`config.mk`:
```
export PLATFORM = sky130hd
export DESIGN_NAME = vm3_arb
export DESIGN_NICKNAME = d
export VERILOG_FILES = /design/src/rtl/vm3_arb_pkg.sv /design/src/rtl/vm3_arb_sync.sv /design/src/rtl/vm3_arb.sv
export SDC_FILE = /design/constraint.sdc
export NUM_CORES = 1
export LEC_CHECK = 0
export CELL_PAD_IN_SITES_DETAIL_PLACEMENT = 2
export CELL_PAD_IN_SITES_GLOBAL_PLACEMENT = 2
export CORE_ASPECT_RATIO = 1.2
export CORE_UTILIZATION = 33
export DETAILED_ROUTE_END_ITERATION = 12
export PLACE_DENSITY = 0.82
export SLEW_MARGIN = 10
export SYNTH_ARGS = -nofsm -noshare
export SYNTH_HDL_FRONTEND = slang
export SYNTH_SLANG_ARGS = --single-unit
```
`constraint.sdc`:
```
create_clock -name CLK -period 1.55 [get_ports CLK]
set_input_delay 0.465 -clock CLK [delete_from_list [all_inputs] [get_ports CLK]]
set_output_delay 0.465 -clock CLK [all_outputs]
set_load 0.005 [all_outputs]
```
`src/rtl/vm3_arb_pkg.sv`:
```
// vm3_arb_pkg: shared types for the vm3 Q-bus arbiter.
// FSM states, requester indices, OWNER "none" code, winner search helpers.
package vm3_arb_pkg;

  typedef enum logic [1:0] {
    IDLE  = 2'd0,
    GRANT = 2'd1,
    HOLD  = 2'd2
  } state_t;

  localparam logic [1:0] REQ_MCPU   = 2'd0;
  localparam logic [1:0] REQ_SCPU   = 2'd1;
  localparam logic [1:0] REQ_EXT    = 2'd2;
  localparam logic [1:0] OWNER_NONE = 2'b11;

  // Successor of a requester index, mod 3.
  function automatic logic [1:0] nextIdx(
    input logic [1:0] w
  );
    logic [1:0] n;
    unique case (1'b1)
      (w == REQ_MCPU): n = REQ_SCPU;
      (w == REQ_SCPU): n = REQ_EXT;
      default:         n = REQ_MCPU;
    endcase
    return n;
  endfunction

  // First active request found walking from the start index,
  // OWNER_NONE when nobody asks. Fixed mode starts at index 0.
  function automatic logic [1:0] pickWinner(
    input logic [2:0] req,
    input logic [1:0] ptr,
    input logic       rr
  );
    logic [1:0] idx;
    logic [1:0] res;
    res = OWNER_NONE;
    idx = rr ? ptr : REQ_MCPU;
    for (int k = 0; k < 3; k++) begin
      if (res == OWNER_NONE && req[idx])
        res = idx;
      idx = nextIdx(idx);
    end
    return res;
  endfunction

endpackage

```
`src/rtl/vm3_arb_sync.sv`:
```
// vm3_arb_sync: W-bit, STAGES-deep input synchronizer, resets to all ones.
// Ports: clk, rst_n (async low), d (async in), q (synchronized out).
module vm3_arb_sync #(
  parameter int W      = 1,
  parameter int STAGES = 2
) (
  input  logic         clk,
  input  logic         rst_n,
  input  logic [W-1:0] d,
  output logic [W-1:0] q
);

  logic [W-1:0] ff [STAGES];

  always_ff @(posedge clk or negedge rst_n) begin
    if (!rst_n) begin
      for (int i = 0; i < STAGES; i++)
        ff[i] <= '1;
    end else begin
      ff[0] <= d;
      for (int i = 1; i < STAGES; i++)
        ff[i] <= ff[i-1];
    end
  end

  assign q = ff[STAGES-1];

endmodule

```
`src/rtl/vm3_arb.sv`:
```
// vm3_arb: Q-bus mastership arbiter, DMR/DMG/SACK/BSY handshake, 3 requesters.
// Ports: CLK, nDCLO (async reset), nDMR/nSACK/nBSY/nINIT in; nDMG, OWNER, TMO out.
module vm3_arb
  import vm3_arb_pkg::*;
#(
  parameter bit RR          = 1'b1,
  parameter int TIMEOUT     = 64,
  parameter int SYNC_STAGES = 2
) (
  input  logic       CLK,
  input  logic       nDCLO,
  input  logic [2:0] nDMR,
  input  logic [2:0] nSACK,
  input  logic       nBSY,
  input  logic       nINIT,
  output logic [2:0] nDMG,
  output logic [1:0] OWNER,
  output logic       TMO
);

  localparam int CW = $clog2(TIMEOUT + 1);
  localparam logic [CW-1:0] CNT_LAST = CW'(TIMEOUT - 1);

  logic [2:0]    dmrS;
  logic [2:0]    sackS;
  logic          bsyS;
  logic          initS;

  state_t        state;
  state_t        stateNext;
  logic [1:0]    win;
  logic [1:0]    winNext;
  logic [1:0]    ptr;
  logic [1:0]    ptrNext;
  logic [CW-1:0] cnt;
  logic [CW-1:0] cntNext;
  logic [2:0]    dmgNext;
  logic [1:0]    ownerNext;
  logic          tmoNext;

  logic [1:0]    pick;
  logic          start;
  logic          sackHit;
  logic          dropped;
  logic          expired;
  logic          released;

  vm3_arb_sync #(.W(3), .STAGES(SYNC_STAGES)) uSyncDmr (
    .clk   (CLK),
    .rst_n (nDCLO),
    .d     (nDMR),
    .q     (dmrS)
  );

  vm3_arb_sync #(.W(3), .STAGES(SYNC_STAGES)) uSyncSack (
    .clk   (CLK),
    .rst_n (nDCLO),
    .d     (nSACK),
    .q     (sackS)
  );

  vm3_arb_sync #(.W(1), .STAGES(SYNC_STAGES)) uSyncBsy (
    .clk   (CLK),
    .rst_n (nDCLO),
    .d     (nBSY),
    .q     (bsyS)
  );

  vm3_arb_sync #(.W(1), .STAGES(SYNC_STAGES)) uSyncInit (
    .clk   (CLK),
    .rst_n (nDCLO),
    .d     (nINIT),
    .q     (initS)
  );

  assign pick     = pickWinner(~dmrS, ptr, RR);
  assign start    = (pick != OWNER_NONE) && bsyS;
  assign sackHit  = !sackS[win];
  assign dropped  = dmrS[win];
  // Counter holds cycles already spent low; this edge is the last one.
  assign expired  = (cnt == CNT_LAST);
  assign released = sackS[win] && bsyS;

  always_ff @(posedge CLK or negedge nDCLO) begin
    if (!nDCLO) begin
      state <= IDLE;
      win   <= REQ_MCPU;
      ptr   <= REQ_MCPU;
      cnt   <= '0;
      nDMG  <= 3'b111;
      OWNER <= OWNER_NONE;
      TMO   <= 1'b0;
    end else begin
      state <= stateNext;
      win   <= winNext;
      ptr   <= ptrNext;
      cnt   <= cntNext;
      nDMG  <= dmgNext;
      OWNER <= ownerNext;
      TMO   <= tmoNext;
    end
  end

  always_comb begin
    stateNext = state;
    unique case (state)
      IDLE: begin
        if (start)
          stateNext = GRANT;
      end
      GRANT: begin
        // SACK outranks both withdrawal and timeout.
        if (sackHit)
          stateNext = HOLD;
        else if (dropped || expired)
          stateNext = IDLE;
      end
      HOLD: begin
        if (released)
          stateNext = IDLE;
      end
      default: stateNext = IDLE;
    endcase
    if (!initS)
      stateNext = IDLE;
  end

  // Next values for the registered outputs and bookkeeping.
  always_comb begin
    winNext   = win;
    ptrNext   = ptr;
    cntNext   = cnt;
    dmgNext   = nDMG;
    ownerNext = OWNER;
    tmoNext   = 1'b0;
    if (!initS) begin
      dmgNext   = 3'b111;
      ownerNext = OWNER_NONE;
      ptrNext   = REQ_MCPU;
      cntNext   = '0;
    end else begin
      unique case (state)
        IDLE: begin
          if (start) begin
            winNext   = pick;
            ownerNext = pick;
            dmgNext   = ~(3'b001 << pick);
            cntNext   = '0;
          end
        end
        GRANT: begin
          cntNext = cnt + CW'(1);
          if (sackHit) begin
            dmgNext = 3'b111;
            ptrNext = nextIdx(win);
          end else if (dropped) begin
            dmgNext   = 3'b111;
            ownerNext = OWNER_NONE;
          end else if (expired) begin
            dmgNext   = 3'b111;
            ownerNext = OWNER_NONE;
            tmoNext   = 1'b1;
            ptrNext   = nextIdx(win);
          end
        end
        HOLD: begin
          if (released)
            ownerNext = OWNER_NONE;
        end
        default: begin
          dmgNext   = 3'b111;
          ownerNext = OWNER_NONE;
        end
      endcase
    end
  end

endmodule

```
# After elaboration in Yosys (flattened, before gate mapping)
# Index checks and enable logic that the tools add are counted.
[classes]
add_sub_neg = 1
n_lt_le_gt_ge = 4
n_eq_ne = 20
n_shift = 1
mux = 48
bitwise = 2
reduce_logical = 15
[ops]
columns = ["operator", "count"]
rows = [
  ["2-bit two-way mux", 19],
  ["3-bit != test, second input constant", 6],
  ["3-bit two-way mux", 5],
  ["7-bit two-way mux", 2],
  ["7-bit case mux with 2 select lines", 1],
  ["2-bit by 3-bit less-than comparator with 1-bit output, second input constant", 4],
  ["2-bit case mux with 2 select lines", 3],
  ["2-bit case mux with 3 select lines", 2],
  ["3-bit AND reduction", 4],
  ["1-bit binary-select mux with 2-bit select", 5],
  ["1-bit two-way mux", 10],
  ["3-bit case mux with 3 select lines", 1],
  ["2-bit by 1-bit == test with 1-bit output, second input constant", 4],
  ["2-bit logical NOT", 4],
  ["4-bit != test, second input constant", 2],
  ["7-bit by 1-bit adder with 7-bit output, second input constant", 1],
  ["7-bit by 6-bit == test with 1-bit output, second input constant", 1],
  ["2-bit == test, second input constant", 3],
  ["2-bit != test, second input constant", 3],
  ["3-bit NOT", 2],
  ["5-bit != test, second input constant", 1],
  ["1-bit logical AND", 4],
  ["4-bit AND reduction", 1],
  ["1-bit by 2-bit left shift with 3-bit output, first input constant", 1],
  ["2 further kinds", 2],
]
[totals]
ff_bits = 35
in_bits = 10
out_inout_bits = 6
word_cells = 106

# Logic depth before layout (Yosys ltp)
[logic_depth]
ltp_word = 15
ltp_mapped = 6
ltp_nobuf = 6

# By module
# From an unflattened synthesis, not the netlist that was laid out.
[unflattened]
hier_cells = 149
hier_area_um2 = 1742.9
[modules_own_cells]
columns = ["mod", "instances", "cells_each", "area_each_um2", "seq_area_each_um2"]
rows = [
  ["vm3_arb", 1, 127, 1277.5, 481.7],
  ["vm3_arb_sync (uSyncDmr ...)", 2, 9, 180.2, 157.7],
  ["vm3_arb_sync (uSyncBsy ...)", 2, 2, 52.6, 52.6],
]

# Worst setup path after synthesis
# OpenSTA, ideal clock, no wires.
[synth_path]
path_type = "flip-flop to flip-flop"
startpoint = "register uSyncInit.ff (netlist bit uSyncInit.q)"
endpoint = "register nDMG[2]"
setup_ns = 0.083
t_arrival_ns = 1.557
required_time_ns = 1.467
path_slack_ns = -0.090
stages_incl_launch_ff = 7
n_path_buf = 1
synth_period_minus_slack_ns = 1.640
cell_sequence = "dfstp_2 > buf_6 > and3b_1 > o211ai_1 > or3_1 > o21a_2 > o32a_1"
[synth_between]
elab_chain_len = 2
word_cells_on_any_way = 5
cone_classes = "3 x eq/ne; 1 x mux; 1 x reduce/logical"
[synth_rtl]
columns = ["item", "line", "source"]
rows = [
  ["start: declaration", "vm3_arb_sync.sv:13", "logic [W-1:0] ff [STAGES];"],
  ["start signal: indexed assignment", "vm3_arb_sync.sv:22", "ff[i] <= ff[i-1];"],
  ["5-bit != test (no source line), or another cell as far along", "-", ""],
  ["3-bit AND reduction (no source line)", "-", ""],
  ["end signal: assignment", "vm3_arb.sv:98", "nDMG <= dmgNext;"],
  ["end: declaration", "vm3_arb.sv:16", "output logic [2:0] nDMG,"],
]
# Parallel ways exist; a longest one is shown, timed or not.
# A chain may end at the register's enable or synchronous reset.

# Final worst setup path
[layout_path]
startpoint = "register uSyncInit.ff (netlist bit uSyncInit.q)"
endpoint = "register cnt[6]"
[layout_between]
elab_chain_len = 2
word_cells_on_any_way = 4
cone_classes = "2 x eq/ne; 1 x mux; 1 x reduce/logical"
[layout_rtl]
columns = ["item", "line", "source"]
rows = [
  ["3-bit != test (no source line)", "-", ""],
  ["2-bit AND reduction (no source line)", "-", ""],
  ["end signal: assignment", "vm3_arb.sv:97", "cnt <= cntNext;"],
  ["end: declaration", "vm3_arb.sv:35", "logic [CW-1:0] cnt;"],
]
# Parallel ways exist; a longest one is shown, timed or not.

==> results.ini <==
[die]
rows=26
die_h_um=76.9
die-width_um=64.4
core_mm2=0.00436
start_util=0.354
die_area_mm2=0.00495
num_io_pins=16

[grt]
grt_pass1_vias=1499
grt_pass1_wl_um=8390
overflow=0
antenna_found_initial=0
grtUsageTotal=0.233
grt_max_degree=36

[sta]
tns_ns=-2.35
layout_setup_ws_ns=-0.218
period_share=1.14
max_freq_mhz=566
hold_viol=0
fin_skew_ns=0.00800
slew_violations=0
min_period_ns=1.77
maxSlewHeadroom=0.751
rsz0062_at_grt=true
setup_violations=19
tightestPinTransition_ns=0.371

[detailed_routing]
drc=0
routed_wl_um=5820
drt-initial-drc-count=71
wire_per_inst_um=23.4
firstDrtPassIters=4
vias_per_cell=5.48
final_antenna_net_count=0
vias=1364

[critical_path]
worstPathArrival_ns=1.94
cp_max_fo=6
cp-start-kind=flop
cp.required_ns=1.73
reg2reg_slack_ns=-0.22
rr_startpoint=uSyncInit.q
reg2reg_to=cnt[6]
crit_type=reg2reg
reg2reg_depth=6
startpoint=uSyncInit.q
crit_path_end_kind=flop

[layout]
syn_to_final_growth_pct=60.2
drive_above_1_share=0.642
n_antenna_cell=0
nNetsFinal=203
fill_cells=429
layout.cells.non_filler=249

[yosys]
netlist_area_mm2=0.00154
seq_area_frac_synth=0.585
yosysWarningCount=0
synth.top_cells.by_count=dfstp_2, dfrtp_1, nand2_1
dominantRegCellSynth=dfstp_2
synth.most_common_cell=dfstp_2
synth.largest_area_cell=dfstp_2
avgSynthCellArea_um2=11.8
synth_fp_nets=142
synth_area_leaders=dfstp_2, dfrtp_1, nand2_1
async_flop_share=1.00
synth-seq-cells=35
syn-instance-count=131
synth_top_area_share=0.358
synth_edf_count=0
synth_cell_types=49

[run_status]
violations=negative setup slack
status=finished, violations left

[placed_design]
gp_congestion=0.914
portBuffers=15
dp_hpwl_um=3330
placed_cells=222

[clock_tree]
tritoncts=built
cts_hold_buf=0
clk_latency_ns=0.29
clock_sinks=35
clk_pin_slew_worst_paths_ns=0.08
clock_path_buffers=2
cts_buffers=5
ctsHtreeMaxLevel=2
root_buffer=clkbuf_8

[worst_hold_path]
hold_end=uSyncDmr.q[1]
min_path_cells=0
min_from=uSyncDmr.ff[4]
hold_path.class=reg2reg

[power]
p_leak_nw=1.03
ir_worst_vdd_v=0.000619
powerDensity_mw_per_mm2=1130

[job]
maxCapViolations=0

-- what timing repair did --
action	in CTS	in global routing
setup buffers	8	13
gates cloned	0	0
pin swaps	9	11
resized for setup	46	28
setup endpoints to repair	22	20
-- sequential cells by signal (all words and copies together), names as in the netlist --
| signal | flops |
|---|---|
| win | 2 |
| state | 2 |
| uSyncDmr.q | 3 |
| uSyncSack.q | 3 |
| uSyncSack.ff | 3 |
| uSyncInit.ff | 1 |
| uSyncBsy.ff | 1 |
| ptr | 2 |
| nDMG | 3 |
| cnt | 7 |
| uSyncInit.q | 1 |
| uSyncBsy.q | 1 |
| TMO | 1 |
| OWNER | 2 |
| uSyncDmr.ff | 3 |
-- where the power goes --
| group | internal (mW) | switching (mW) |
|---|---|---|
| Sequential | 1.01 | 0.119 |
| Combinational | 0.425 | 0.378 |
| Clock | 0.520 | 0.334 |
-- layout by cell type (no fill, tap or decap), types with 3 or more instances in the layout --
cell type and count:
buf_4 35, dfstp_2 21, dfrtp_1 10, nand2_1 9, clkdlybuf4s50_1 9, nor2_1 8, clkbuf_8 6, buf_6 6
a21oi_2 5, o21ai_1 4, o21ai_2 4, dfrtp_2 4, nand2_2 3, a2bb2oi_2 3, or3_4 3, clkdlybuf4s15_1 3
dlygate4sd2_1 3
-- area by class of cell --
type,count,area (um^2),share of cell area
Clock buffer,6,82.6,0.0334
Clock inverter,2,35.0,0.0142
Multi-Input combinational cell,88,843,0.341
Tap cell,56,70.1,0.0284
Timing Repair Buffer,58,517,0.209
Inverter,4,15.0,0.00608
Sequential cell,35,907,0.367
-- worst max-delay path: stages (launching register included) --
cell	delay, ns
dfstp_2	0.60
buf_6	0.11
or3b_4	0.40
o211ai_4	0.15
nor4b_2	0.11
xnor2_1	0.21
nor2_1	0.08
-- worst max path at each step --
stage,cells past startpoint,to
detailed placement,5,nDMG[2]
global placement,5,nDMG[2]
finish,6,cnt[6]
CTS,5,nDMG[2]
floorplan,6,nDMG[2]
global route,6,cnt[4]
-- routing by layer --
layer	share of wire	global-route usage	vias to the layer above	wire [um]
met5	0	0	-	0
met4	0.042	0.0800	0	247
met3	0.031	0.0402	20	178
met2	0.55	0.440	45	3220
met1	0.37	0.254	712	2170
li1	-	-	587	-
-- metrics by stage --
stage	power [mW]	instance area, um^2	setup slack, ns	util	hold slack, ns
finish	2.79	2470	-0.218	0.567	0.347
floorplan	1.35	1550	-0.0830	-	0.169
global route	2.89	2470	-0.271	0.567	0.362
CTS	2.62	2260	-0.134	0.518	0.353
global placement	1.57	1920	-0.0976	0.441	0.345
detailed placement	1.63	1920	-0.227	0.441	0.347
-- cells by family after synthesis --
logic type      synth area share
flops                      0.585
mux                       0.0260
xor+xnor                  0.0170
simple gates               0.174
compound gates             0.156
buf+inv                   0.0341
fa+ha+maj                0.00812
Power figures use the tool's default switching activity.
